**src/rtl/unit_wb_output_buffer_pkg.sv**
```systemverilog
// Shared widths and types for the unit writeback output buffer.
// Holds the id_t type and MAX_POSSIBLE_REG_BITS normally provided by cva5_types / cva5_config.
package unit_wb_output_buffer_pkg;

  localparam int unsigned MAX_POSSIBLE_REG_BITS = 32;
  localparam int unsigned ID_WIDTH              = 4;

  typedef logic [ID_WIDTH-1:0] id_t;

endpackage

```
**src/rtl/wb_buffer_ram.sv**
```systemverilog
// Result storage for the writeback output buffer.
// DEPTH x WIDTH array with one synchronous write port and one asynchronous read port (LUTRAM style).
module wb_buffer_ram #(
  parameter int unsigned DEPTH = 4,
  parameter int unsigned WIDTH = 36,
  localparam int unsigned ADDR_W = $clog2(DEPTH)
) (
  input  logic              clk,
  input  logic              i_we,
  input  logic [ADDR_W-1:0] i_waddr,
  input  logic [WIDTH-1:0]  i_wdata,
  input  logic [ADDR_W-1:0] i_raddr,
  output logic [WIDTH-1:0]  o_rdata
);

  logic [WIDTH-1:0] r_mem [DEPTH];

  // Write port; contents are intentionally not reset.
  always_ff @(posedge clk) begin
    if (i_we) begin
      r_mem[i_waddr] <= i_wdata;
    end
  end

  assign o_rdata = r_mem[i_raddr];

endmodule

```
**src/rtl/unit_wb_output_buffer.sv**
```systemverilog
// Unit-side writeback transmitter: queues completed results and offers the
// oldest one to the writeback arbiter as done/id/rd, releasing it on ack.
module unit_wb_output_buffer
  import unit_wb_output_buffer_pkg::*;
#(
  parameter int unsigned DEPTH      = 4,
  parameter int unsigned DATA_WIDTH = MAX_POSSIBLE_REG_BITS
) (
  input  logic                    clk,
  input  logic                    rst,
  input  logic                    result_valid,
  input  id_t                     result_id,
  input  logic [DATA_WIDTH-1:0]   result_data,
  output logic                    result_ready,
  output logic                    wb_done,
  output id_t                     wb_id,
  output logic [DATA_WIDTH-1:0]   wb_rd,
  input  logic                    wb_ack,
  output logic [$clog2(DEPTH):0]  occupancy
);

  localparam int unsigned PTR_W   = $clog2(DEPTH);
  localparam int unsigned CNT_W   = PTR_W + 1;
  localparam int unsigned ID_W    = $bits(id_t);
  localparam int unsigned ENTRY_W = ID_W + DATA_WIDTH;

  logic [PTR_W-1:0]   r_rd_ptr;
  logic [PTR_W-1:0]   r_wr_ptr;
  logic [CNT_W-1:0]   r_count;

  logic               w_push;
  logic               w_pop;
  logic [ENTRY_W-1:0] w_wdata;
  logic [ENTRY_W-1:0] w_rdata;

  // Handshake events and flags; ready never looks at wb_ack, so a full buffer stays full through a pop cycle.
  assign result_ready = ~rst & (r_count != CNT_W'(DEPTH));
  assign wb_done      = (r_count != CNT_W'(0));
  assign w_push       = result_valid & result_ready;
  assign w_pop        = wb_done & wb_ack;
  assign occupancy    = r_count;

  assign w_wdata = {result_id, result_data};
  assign wb_id   = w_rdata[ENTRY_W-1 -: ID_W];
  assign wb_rd   = w_rdata[DATA_WIDTH-1:0];

  wb_buffer_ram #(
    .DEPTH (DEPTH),
    .WIDTH (ENTRY_W)
  ) u_ram (
    .clk     (clk),
    .i_we    (w_push),
    .i_waddr (r_wr_ptr),
    .i_wdata (w_wdata),
    .i_raddr (r_rd_ptr),
    .o_rdata (w_rdata)
  );

  // Pointer and occupancy tracking; pointers wrap naturally at DEPTH (power of two).
  always_ff @(posedge clk) begin
    if (rst) begin
      r_rd_ptr <= '0;
      r_wr_ptr <= '0;
      r_count  <= '0;
    end else begin
      if (w_push) begin
        r_wr_ptr <= r_wr_ptr + PTR_W'(1);
      end
      if (w_pop) begin
        r_rd_ptr <= r_rd_ptr + PTR_W'(1);
      end
      case ({w_push, w_pop})
        2'b10:   r_count <= r_count + CNT_W'(1);
        2'b01:   r_count <= r_count - CNT_W'(1);
        default: r_count <= r_count;
      endcase
    end
  end

  // Protocol and sanity checks, simulation only.
  always @(posedge clk) begin
    if (!rst) begin
      assert (!(wb_ack && !wb_done))
        else $warning("unit_wb_output_buffer: wb_ack asserted while buffer empty");
      assert (r_count <= CNT_W'(DEPTH))
        else $error("unit_wb_output_buffer: count exceeds DEPTH");
    end
  end

endmodule

```
**config.mk**
```make
export PLATFORM = sky130hd
export DESIGN_NAME = unit_wb_output_buffer
export DESIGN_NICKNAME = d
export VERILOG_FILES = /design/src/rtl/unit_wb_output_buffer_pkg.sv /design/src/rtl/wb_buffer_ram.sv /design/src/rtl/unit_wb_output_buffer.sv
export SDC_FILE = /design/constraint.sdc
export NUM_CORES = 1
export LEC_CHECK = 0
export BUFFER_PORTS_ARGS = -buffer_cell sky130_fd_sc_hd__clkbuf_2
export CELL_PAD_IN_SITES_DETAIL_PLACEMENT = 1
export CELL_PAD_IN_SITES_GLOBAL_PLACEMENT = 1
export CORE_ASPECT_RATIO = 0.7
export CORE_MARGIN = 2
export CORE_UTILIZATION = 35
export CTS_BUF_LIST = sky130_fd_sc_hd__clkbuf_8 sky130_fd_sc_hd__clkbuf_16
export CTS_CLUSTER_DIAMETER = 50
export DETAILED_ROUTE_END_ITERATION = 6
export HOLD_SLACK_MARGIN = 0.08
export PLACE_DENSITY = 0.66
export SLEW_MARGIN = 20
export SYNTH_ARGS = -nofsm -noshare
export SYNTH_HDL_FRONTEND = slang
export SYNTH_HIERARCHICAL = 1
export SYNTH_SLANG_ARGS = --single-unit
```
**constraint.sdc**
```tcl
create_clock -name clk -period 5.68 [get_ports clk]
set_input_delay 0.284 -clock clk [delete_from_list [all_inputs] [get_ports clk]]
set_output_delay 0.284 -clock clk [all_outputs]
set_load 0.05 [all_outputs]
```
==> metrics.md, run 1 <==
| Metric | Value |
|---|---|
| CP Launch Type | register |
| DRT iter0 DRCs | 170 |
| Setup_tns | 0 ns |
| Pleak | between 2 and 2.5 nW |
| CTS tree | done |
| CTS HTree Levels | 4 |
| Synth top cells by count | edfxtp_1, mux4_2, nor2_1, dfxtp_1, mux4_1 |
| Yosys warns | 6 |
| Actual slew at the worst max-slew pin | 1.07 ns |
| Routed Antenna Nets | 0 |
| Max Cap Viol | 0 |
| Hold Crit Depth | 1 |
| Internal power | 0.00217 W |
| Post-synth EDFFs | 144 |
| Avg Inst Size Synth | between 20 and 25 sq um |
| Port Buffer Count | 80 |
| Flop pwr share | 0.410 |
| Area Overhead vs Synth | 21.1% |
| Reg2Reg Depth | 9 |
| WP data arrival | 2.52 ns |
| Outcome | finished clean |
| First-pass GRT wire length | 17.2 mm |
| Period utilisation layout | 0.494 |
| Root Driver | clkbuf_16 |
| Fin crit period | between 2 and 3 ns |
| Area share of the largest cell type after synthesis | 0.766 |
| Starting density of the core | 0.361 |
| Ys flop type | edfxtp_1 |
| R2R setup slack | 3.34 ns |
| RSZ-0062 raised after global routing | false |
| Pwr Total | 0.00329 W |
| Pin count of the biggest net entering global routing | 38 |
| Fin Clk Skew | 0.0119 ns |
| 1st-pass router iterations | 4 |
| Hold path endpoint | u_ram/r_mem[3][20] |
| Hold wc startpoint | result_data[20] |
| Final net count | about 370 |
| Mapped Area | 5650 sq um |
| Row Count | 38 |
| Combinational power share | 0.263 |
| Sw power | between 0.001 and 0.0015 W |
| Die area | about 17000 sq um |
| Clock tree sinks | 151 |
| Endpoints failing hold | 0 |
| Top-count cell post-synth | edfxtp_1 |
| Share of cells above drive strength 1 | 0.446 |
| Worst EP required | 5.40 ns |
| Max-slew violation count | 0 |
| Post-DR vias/cell | 4.96 |
| Clock tree buffer depth | 2 |
| FF-to-FF Start | occupancy[2] |
| Setup CP Type | reg -> out |
| Relative slew slack | 0.284 |
| Critical R2R Capture | occupancy[2] |
| Die Y | 110 um |
| Hold WC Path Type | in -> reg |
| Synth Register Bits | 151 |
| PwrDens | 482 nW/um^2 |
| Crit path max fanout | 23 |
| Seq/Total Area, Yosys | 0.791 |
| Ys async rst share | 0 |
| Number of distinct library cells after synthesis | 29 |
| Routability congestion estimate | 0.653 |
| Vias in the first global route | between 3000 and 4000 |
| F_max | 356 MHz |
| Ant diodes | 0 |
| Net Sw Frac | 0.341 |
| CP Capture Type | primary output |
| Synth area leaders | edfxtp_1, mux4_2, mux4_1, dfxtp_1, buf_12 |
| Clk pwr share | 0.327 |
| Via count | 2684 |
| Worst-path clk slew | 0.07 ns |
| Endpoints failing setup | 0 |
| Post-CTS Setup Bufs | 0 |
| Worst hold slack | 0.0954 ns |
| Worst skew pair latency | just over 0.4 ns |
| IO Pins | 81 |
| Post-synthesis cell count | roughly 230 |
| Inserted Clock Buffers | 17 |
| Post-Route WL | between 10 and 15 mm |
| Syn_nets | 275 |
| Post-DP HPWL | roughly 6.5 mm |
| Global Route Usage Sum | 0.140 |
| Avg WL per Cell | slightly above 20 um |
| Chip width | 156 um |
| Max IR drop VDD | 0.225 mV |
| DR DRC count | 0 |
| Yosys top cell by area | edfxtp_1 |
| Initial antenna violation count | 1 |
| Core Area | 15600 sq um |
| GRT Residual Overflow | 0 |
==> power groups by stage <==
stage | clock network, W | logic [W] | registers (W)
3_5_place_dp | 0 | 0.000878 | 0.00138
2_1_floorplan | 0 | 0.000739 | 0.00135
4_1_cts | 0.00110 | 0.000882 | 0.00136
3_3_place_gp | 0 | 0.000869 | 0.00137
6_report | 0.00108 | 0.000866 | 0.00135
5_1_grt | 0.00115 | 0.000913 | 0.00136
==> per-layer routing <==
metal	vias to the layer above	routed length (um)	track usage	share of wire
li1	1174	-	-	-
met1	1420	5080	0.179	0.46
met2	81	5250	0.225	0.47
met3	9	676	0.0516	0.061
met4	0	81	0.0472	0.0073
met5	-	0	0	0
==> per-stage QoR <==
step                      instance area (sq um)  instances  setup WS [ns]  utilization
after global routing                       6830        541           2.67        0.437
after floorplan                            5650        233           1.29            -
after detailed placement                   6230        506           3.21        0.398
after CTS                                  6830        541           2.76        0.437
after global placement                     6230        506           3.25        0.398
final                                      6830        541           2.87        0.437
==> flip-flops by register name, summed over array words and instances (netlist names) <==
name / flops
u_ram/r_mem: 144
occupancy: 3
r_rd_ptr: 2
r_wr_ptr: 2
==> layout by cell type, fill, tap and decap left out, drive strengths merged, types with 2 or more instances in the layout <==
cell type	netlist	routed
a21oi	3	3
and3b	2	2
buf	7	2
clkbuf	2	97
clkinv	0	4
clkinvlp	0	3
dfxtp	7	7
dlygate4sd3	0	4
edfxtp	144	144
inv	3	9
mux4	36	36
nor2	8	8
nor3b	2	2
o21ai	2	2
or3	3	3
xor2	3	3
==> critical path, cell delays in order, from the launching register on <==
cell      delay (ns)
dfxtp_2         0.70
buf_4           0.51
mux4_2          0.61
clkbuf_2        0.26
==> area by class of cell <==
type | count | area (sq um)
fillers | 1474 | 8810
flip-flops and latches | 151 | 4470
multi-input cells | 70 | 1080
repair buffers | 86 | 455
clock buffers | 17 | 425
well taps | 200 | 250
clock inverters | 14 | 141
inverters | 3 | 11.3
==> what timing repair did <==
action                                  in CTS  in global routing
hold buffers                                 4                  0
endpoints found under the hold margin       13                  0
endpoints found under the setup margin       0                  0
resized for setup                            0                  0
==> worst max path at each step <==
stage	startpoint	to	slack, ns	cells after the start
final	r_rd_ptr[0]	wb_rd[6]	2.87	3
after global routing	r_rd_ptr[0]	wb_rd[6]	2.67	3
after CTS	r_rd_ptr[0]	wb_rd[6]	2.76	3
after global placement	r_rd_ptr[0]	wb_id[3]	3.25	3
after detailed placement	r_rd_ptr[0]	wb_rd[6]	3.21	3
after floorplan	occupancy[0]	u_ram/r_mem[0][0]	1.29	4
==> kinds of logic (layout without fill, tap and decap cells) <==
family | after synthesis | after routing | synth area share
compound gates | 7 | 7 | 0.00776
xor+xnor | 4 | 4 | 0.00621
fa+ha+maj | 2 | 2 | 0.00576
buf+inv | 12 | 120 | 0.0188
flops | 151 | 151 | 0.791
mux | 37 | 37 | 0.150
simple gates | 20 | 20 | 0.0204
(Power assumes the default switching activity.)
==> run 2, diff against run 1 <==
PLACE_DENSITY = 0.68   (was 0.66)
clock period = 2.3 ns   (was 5.68 ns; I/O delays follow)
==> run 2 against run 1 <==
  * Hold slack improved by 0.015 ns
  * Die area unchanged
  * Combinational power increased to 2.7 times the previous value
  * Critical endpoint is now occupancy[2]
  * Highest routed layer unchanged
==> metrics.md, run 2 (synthesis gave the netlist of run 1 again) <==
| Metric | Value |
|---|---|
| DRT iter0 DRCs | 185 (+8.8%) |
| Max reg flops | 144 (unchanged) |
| Clock tree sinks | 151 (unchanged) |
| Critical-path cell list | nor3b_4 -> nand2b_4 -> or2_1 -> ha_1 -> inv_1 -> fa_1 -> xor2_1 -> or3_1 -> a21oi_1 |
| Fin crit period | approximately 2.2 ns |
| Share of cells above drive strength 1 | 0.427 (-0.0183) |
| Number of fillers in the final layout | 1471 (-0.20%) |
| Outcome | finished clean |
| Worst skew pair latency | 0.41 ns (about the same) |
| Pin count of the biggest net entering global routing | 24 (-37%) |
| Worst hold slack | 0.111 ns (+0.0153 ns) |
| Worst EP required | 2.63 ns (-2.77 ns) |
| CP max-delay cell | fa_1 |
| First-pass GRT wire length | 17.3 mm (+0.64%) |
| Vias in the first global route | 3141 (+3.7%) |
| Fin Clk Skew | 0.00832 ns (-0.00353 ns) |
| Core Area | 15600 sq um (unchanged) |
| Starting density of the core | 0.361 (unchanged) |
| Relative slew slack | 0.657 (+0.373) |
| Most frequent cells in the layout | edfxtp_1, clkbuf_2, dlygate4sd3_1, mux4_2, clkbuf_16 |
| Clock tree buffer depth | 2 (unchanged) |
| CTS HTree Levels | 4 (unchanged) |
| Row Count | 38 (unchanged) |
| DR DRC count | 0 (unchanged) |
| Max IR drop VDD | 0.411 mV (+82%) |
| Endpoints failing hold | 0 (unchanged) |
| Root Driver | clkbuf_16 |
| Actual slew at the worst max-slew pin | 0.515 ns (-0.559 ns) |
| IO Pins | 81 (unchanged) |
| Crit path max fanout | 7 (-70%) |
| CP Launch Type | register |
| Design area | 7290 sq um (+6.6%) |
| Util after Layout | 0.466 (+0.0290) |
| WP data arrival | 2.50 ns (-0.02 ns) |
| Die area | 17200 sq um (unchanged) |
| Max-slew violation count | 0 (unchanged) |
| PwrDens | 1110 nW/um^2 (+130%) |
| Final net count | 416 (+12%) |
| Via count | 2765 (+3.0%) |
| Setup_tns | 0 ns (unchanged) |
| Inserted Clock Buffers | 17 (unchanged) |
| Max Cap Viol | 0 (unchanged) |
| CP Capture Type | register |
| F_max | 460 MHz |
| Initial antenna violation count | 0 (-1) |
| Post-DP HPWL | 6.55 mm (+1.3%) |
| CTS tree | done |
| CP bufs+invs | 1 (-1) |
| Ant diodes | 0 (unchanged) |
| Port Buffer Count | 80 (unchanged) |
| Crit-path max cell delay | 0.38 ns (-0.32 ns) |
| Setup CP Type | reg -> reg |
| Most flop-heavy register | u_ram/r_mem |
| Global Route Usage Sum | 0.140 (about the same) |
| Post-DR vias/cell | 4.72 (-4.9%) |
| 1st-pass router iterations | 4 (unchanged) |
| Area post-placement | 6350 sq um (+1.9%) |
| Routability congestion estimate | 0.657 (+0.58%) |
| Chip width | 156 um (unchanged) |
| Pleak | 2.51 nW (+8.6%) |
| Area Overhead vs Synth | 29.1% |
| RSZ-0062 raised after global routing | false |
| Avg WL per Cell | 18.8 um (-8.2%) |
| Endpoints failing setup | 0 (unchanged) |
| Worst-path clk slew | 0.06 ns (about the same) |
| GRT Residual Overflow | 0 (unchanged) |
| Hold WC Path Type | in -> reg |
| Commonest non-fill, non-tap cell in the layout | edfxtp_1 |
| Routed Antenna Nets | 0 (unchanged) |
| Period utilisation layout | 0.944 |
| Delay-heaviest family, CP | simple AND/OR/NAND/NOR gates |
| Post-Route WL | 11.0 mm (-0.60%) |
| Die Y | 110 um (unchanged) |
## run 2: worst paths after layout
check               startpoint      endpoint  slack, ns  cells after the start
setup / recovery  occupancy[1]  occupancy[2]       0.13                      9
hold / removal          wb_ack   r_rd_ptr[1]       0.11                      4
setup reg to reg  occupancy[1]  occupancy[2]       0.13                      9
hold reg to reg   occupancy[2]  occupancy[2]       0.55                      2
## run 2: final cells by class
type,count,area (sq um),area share
well taps,200,250,0.0343
clock inverters,14,113,0.0155
multi-input cells,70,1110,0.152
repair buffers,131,903,0.124
flip-flops and latches,151,4480,0.615
inverters,3,11.3,0.00155
clock buffers,17,425,0.0584
## run 2: power breakdown
part | switching, W | internal, W
registers | 0.0000996 | 0.00318
logic | 0.00154 | 0.000784
clock network | 0.00105 | 0.00147
total | 0.00269 | 0.00543
## run 2: per-layer routing
layer	GRT usage	wire length (um)	vias to the layer above
met4	0.0498	93	0
met5	0	0	-
met2	0.238	5570	62
met1	0.170	4890	1428
met3	0.0461	463	10
li1	-	-	1265
## run 2: timing repair
item,in CTS,in global routing
buffers inserted,0,2
hold endpoints to repair,151,0
setup endpoints to repair,0,1
hold buffers,38,0
resized for setup,0,1
## run 2: stage by stage
step / worst slack [ns] / power (W) / std cells
2_1_floorplan: 0.0466 / 0.00519 / 233
3_3_place_gp: 0.109 / 0.00560 / 515
3_5_place_dp: 0.0383 / 0.00562 / 515
4_1_cts: 0.0214 / 0.00822 / 584
5_1_grt: 0.00622 / 0.00848 / 586
6_report: 0.128 / 0.00812 / 586
## run 2: worst reg2reg max path: stages (launching register included)
cell and delay (ns):
dfxtp_4 0.37, nor3b_4 0.22, nand2b_4 0.16, or2_1 0.10
ha_1 0.19, inv_1 0.06, fa_1 0.38, xor2_1 0.15
or3_1 0.32, a21oi_1 0.15
